$ cat config.mk
export PLATFORM = sky130hd
export DESIGN_NAME = regfile_wb_arbiter
export DESIGN_NICKNAME = d
export VERILOG_FILES = /design/src/rtl/regfile_wb_arbiter.sv
export SDC_FILE = /design/constraint.sdc
export NUM_CORES = 1
export LEC_CHECK = 0
export ABC_AREA = 0
export CORE_ASPECT_RATIO = 0.9
export CORE_UTILIZATION = 40
export DETAILED_ROUTE_END_ITERATION = 16
export PLACE_DENSITY = 0.79
export RECOVER_POWER = 25
export SYNTH_ARGS = -nofsm -noshare
export SYNTH_HDL_FRONTEND = slang
export SYNTH_SLANG_ARGS = --single-unit
$ cat constraint.sdc
create_clock -name clock -period 4.05 [get_ports clock]
set_input_delay 0.81 -clock clock [delete_from_list [all_inputs] [get_ports clock]]
set_output_delay 0.81 -clock clock [all_outputs]
set_load 0.005 [all_outputs]
$ cat src/rtl/regfile_wb_arbiter.sv
// Arbitrates the single register-file write port between ALU and load writeback,
// and tracks outstanding load destinations so decode and load issue can stall.
module regfile_wb_arbiter #(
  parameter int unsigned XLEN      = 32,
  parameter int unsigned REG_COUNT = 32,
  localparam int unsigned IW       = $clog2(REG_COUNT)
) (
  input  logic            clock,
  input  logic            reset,
  input  logic            alu_valid,
  output logic            alu_ready,
  input  logic [IW-1:0]   alu_rd_index,
  input  logic [XLEN-1:0] alu_rd,
  input  logic            ld_valid,
  output logic            ld_ready,
  input  logic [IW-1:0]   ld_rd_index,
  input  logic [XLEN-1:0] ld_rd,
  input  logic            ld_issue,
  input  logic [IW-1:0]   ld_issue_rd_index,
  output logic            ld_issue_ready,
  input  logic [IW-1:0]   rs1_index,
  input  logic [IW-1:0]   rs2_index,
  output logic            rs1_busy,
  output logic            rs2_busy,
  output logic            enable_write_rd,
  output logic [IW-1:0]   rd_index,
  output logic [XLEN-1:0] rd
);

  typedef enum logic {
    GRANT_ALU = 1'b0,
    GRANT_LD  = 1'b1
  } grant_t;

  grant_t                last_grant, last_grant_next;
  logic [REG_COUNT-1:0]  scoreboard, scoreboard_next;
  logic                  out_valid;
  logic [IW-1:0]         out_idx;
  logic [XLEN-1:0]       out_data;
  logic                  grant_alu, grant_ld;

  always_ff @(posedge clock or posedge reset) begin
    if (reset) begin
      last_grant <= GRANT_ALU;
      scoreboard <= '0;
      out_valid  <= 1'b0;
      out_idx    <= '0;
      out_data   <= '0;
    end else begin
      last_grant <= last_grant_next;
      scoreboard <= scoreboard_next;
      out_valid  <= grant_alu | grant_ld;
      if (grant_ld) begin
        out_idx  <= ld_rd_index;
        out_data <= ld_rd;
      end else if (grant_alu) begin
        out_idx  <= alu_rd_index;
        out_data <= alu_rd;
      end
    end
  end

  always_comb begin
    grant_ld        = 1'b0;
    grant_alu       = 1'b0;
    last_grant_next = last_grant;
    scoreboard_next = scoreboard;

    // Under contention the source not named by last_grant wins.
    grant_ld  = ld_valid & (~alu_valid | (last_grant == GRANT_ALU));
    grant_alu = alu_valid & ~grant_ld;
    if (alu_valid && ld_valid)
      last_grant_next = grant_ld ? GRANT_LD : GRANT_ALU;

    // Clear first so a same-index issue in this cycle overrides it.
    if (grant_ld)
      scoreboard_next[ld_rd_index] = 1'b0;
    if (ld_issue && ld_issue_ready)
      scoreboard_next[ld_issue_rd_index] = 1'b1;
    scoreboard_next[0] = 1'b0;
  end

  assign alu_ready       = grant_alu;
  assign ld_ready        = grant_ld;
  assign ld_issue_ready  = ~scoreboard[ld_issue_rd_index];

  assign rs1_busy = (rs1_index != '0) &
                    (scoreboard[rs1_index] | (out_valid & (out_idx == rs1_index)));
  assign rs2_busy = (rs2_index != '0) &
                    (scoreboard[rs2_index] | (out_valid & (out_idx == rs2_index)));

  assign enable_write_rd = out_valid & (out_idx != '0);
  assign rd_index        = out_idx;
  assign rd              = out_data;

endmodule
==> impl_metrics.tcl <==
set metrics [dict create \
    numCtsBuffers 9 \
    synth.cells.most_frequent "nand2_1, dfrtp_1, o21ai_0" \
    syn_avg_cell_area_sq_um 9.98 \
    die_h_microns 96.2 \
    placed_area_sq_mm 0.00548 \
    core_region_area_sq_mm 0.00961 \
    drtIter0Drc 385 \
    yosysWarningCount 0 \
    stdcell_area_sq_mm 0.00575 \
    crit_fanout 7 \
    clock_latency_ns 0.34 \
    max-vdd-ir-drop_uv 257 \
    ctsResizeCount 1 \
    insertedDiodeCount 0 \
    slew_headroom -0.138 \
    fin_skew_ns 0.00577 \
    yosysMostFrequentCell "nand2_1" \
    end_kind "primary output" \
    overflow 0 \
    portBuffers 136 \
    crit_chain "clkdlybuf4s50_1 -> mux4_2 -> mux4_2 -> mux2i_1 -> clkdlybuf4s50_1" \
    drc 0 \
    routed_wirelength_microns 13000 \
    synth.area.top_cells "dfrtp_1, nand2_1, o21ai_0, mux4_2, a22oi_1" \
    post-route-period-util 0.998 \
    clk_path_buf_depth 2 \
    n_fill_cell 823 \
    dp_cells 649 \
    hold_class "reg2reg" \
    async_flop_share 1.00 \
    worst_pin_slew_ns 1.71 \
    layout-drive-gt1-share 0.102 \
    antenna_found_initial 1 \
    cts_hold_buf 0 \
    dp.final_hpwl_microns 9450 \
    grt_pass1_vias 3639 \
    drt_first_pass_iters 8 \
    maxCapViolations 1 \
    yosys_register_bits 70 \
    total_power_mw 2.68 \
    rows 34 \
    post_cts_buffers 0 \
    synth_edf_count 0 \
    slowest_delay_ns 0.62 \
    grt_pass1_wl_microns 19000 \
    synth_seq_area_share 0.444 \
    status "finished with violations" \
    vias_per_cell 5.88 \
    drv_slew 71 \
    dominantRegCellSynth "dfrtp_1" \
    postSynthCellCount 395 \
    antenna_left 0 \
    leakage_nw 2.39 \
    violations "capacitance limit, slew limit" \
    synth_cell_type_count 41 \
    final_nets 628 \
    fmax_mhz 247 \
    grt_max_degree 71 \
    synth_top_area_share 0.444 \
    crit_family "multiplexers" \
    slowest_stage "clkdlybuf4s50_1" \
    setup_viol_count_final 0 \
    grt_usage 0.247 \
    io-pin-count 137 \
    start_util 0.410 \
    fin_crit_ns 4.04 \
    arrival_ns 3.23 \
    finalNonFillerCells 665 \
    netlist_area_sq_mm 0.00394 \
    path_buf_inv 2 \
    hold_viol 0 \
    htreeDepth 3 \
    path_clk_slew_ns 0.07 \
    vias 3913 \
    clock-sinks 70 \
    cts_tree "done" \
    cts_root_buffer "clkbuf_8" \
    wl_per_cell_microns 19.6 \
    die_x_microns 107 \
    crit_type "in2out" \
    holdWs_ns 0.504 \
    synth_nets 489 \
    gp_congestion 1.05 \
    die_area_sq_mm 0.0103 \
    powerDensity_mw_per_mm2 466 \
    synth_top_cell_by_area "dfrtp_1" \
    startpoint_type "primary input" \
    area_delta_synth_final_pct 45.8 \
    required_ns 3.24 \
]
## state kept, by name, indices dropped and copies added, names as in the netlist
| name | count |
|---|---|
| scoreboard | 31 |
| last_grant | 1 |
| rd | 32 |
| rd_index | 5 |
| out_valid | 1 |
## placed cells by master, fill, tap and decap left out, types with 3 or more instances in the layout
cell / count
nor2_1: 4
nand2_1: 91
inv_1: 4
nor3_1: 3
or3b_2: 3
a31oi_1: 5
clkdlybuf4s50_1: 132
mux4_2: 13
nand3b_1: 5
buf_4: 11
mux4_1: 6
xnor2_1: 3
mux2i_1: 13
bufinv_16: 4
a22oi_1: 34
clkbuf_8: 10
nor2b_1: 6
a2111oi_0: 3
o21ai_0: 63
or3_1: 4
dfrtp_1: 70
xor2_1: 7
nand3_1: 8
## layout make-up
type                    count  area, sq um  area share
clock inverters             6          133      0.0231
well taps                 126          158      0.0274
clock buffers              10          138      0.0239
multi-input cells         298         2070       0.360
inverters                   5         18.8     0.00326
repair buffers            150         1480       0.258
flip-flops and latches     70         1750       0.305
## where the power goes
group	switching, mW	total (mW)	internal [mW]
clock	0.265	0.752	0.487
combinational	0.338	0.821	0.483
sequential	0.231	1.11	0.875
## per-layer routing
metal  vias up  track usage  share of wire
met2       228        0.381           0.49
met5         -            0              0
li1       1745            -              -
met1      1886        0.320           0.39
met3        54       0.0819          0.091
met4         0        0.104          0.031
## cells by family (layout without fill, tap and decap cells)
group	after synthesis	in the layout	share of synthesized area
DFF	70	70	0.444
xor gates and xnor gates	10	10	0.0222
buffers and inverters	27	171	0.0346
muxes	34	34	0.153
AOI/OAI and AO/OA	113	113	0.175
and+or+nand+nor	141	141	0.171
## worst paths after layout
check	startpoint	end	slack, ns	cells after the start
max	ld_issue_rd_index[1]	ld_issue_ready	0.009	5
min	rd[29]$_DFFE_PP0P_	rd[29]$_DFFE_PP0P_	0.50	2
max reg2reg	scoreboard[5]$_DFF_PP0_	scoreboard[5]$_DFF_PP0_	2.19	3
min reg2reg	rd[29]$_DFFE_PP0P_	rd[29]$_DFFE_PP0P_	0.50	2
max in group asynchronous	reset	scoreboard[3]$_DFF_PP0_	1.54	3
min in group asynchronous	reset	rd[27]$_DFFE_PP0P_	1.50	3
## metrics by stage
step / TNS, ns / setup WS [ns] / util
after global placement: 0 / 0.0602 / 0.570
final: 0 / 0.00935 / 0.598
after global routing: -0.0343 / -0.0343 / 0.598
after CTS: 0 / 0.0574 / 0.598
after detailed placement: -0.00749 / -0.00749 / 0.570
after floorplan: 0 / 1.11 / -
## tightest hold or removal path: cells and delay by family (launching register included)
kind | cells | cell delay (ns)
DFF | 1 | 0.35
AOI/OAI and AO/OA | 1 | 0.08
and+or+nand+nor | 1 | 0.05
(Power assumes the default switching activity.)
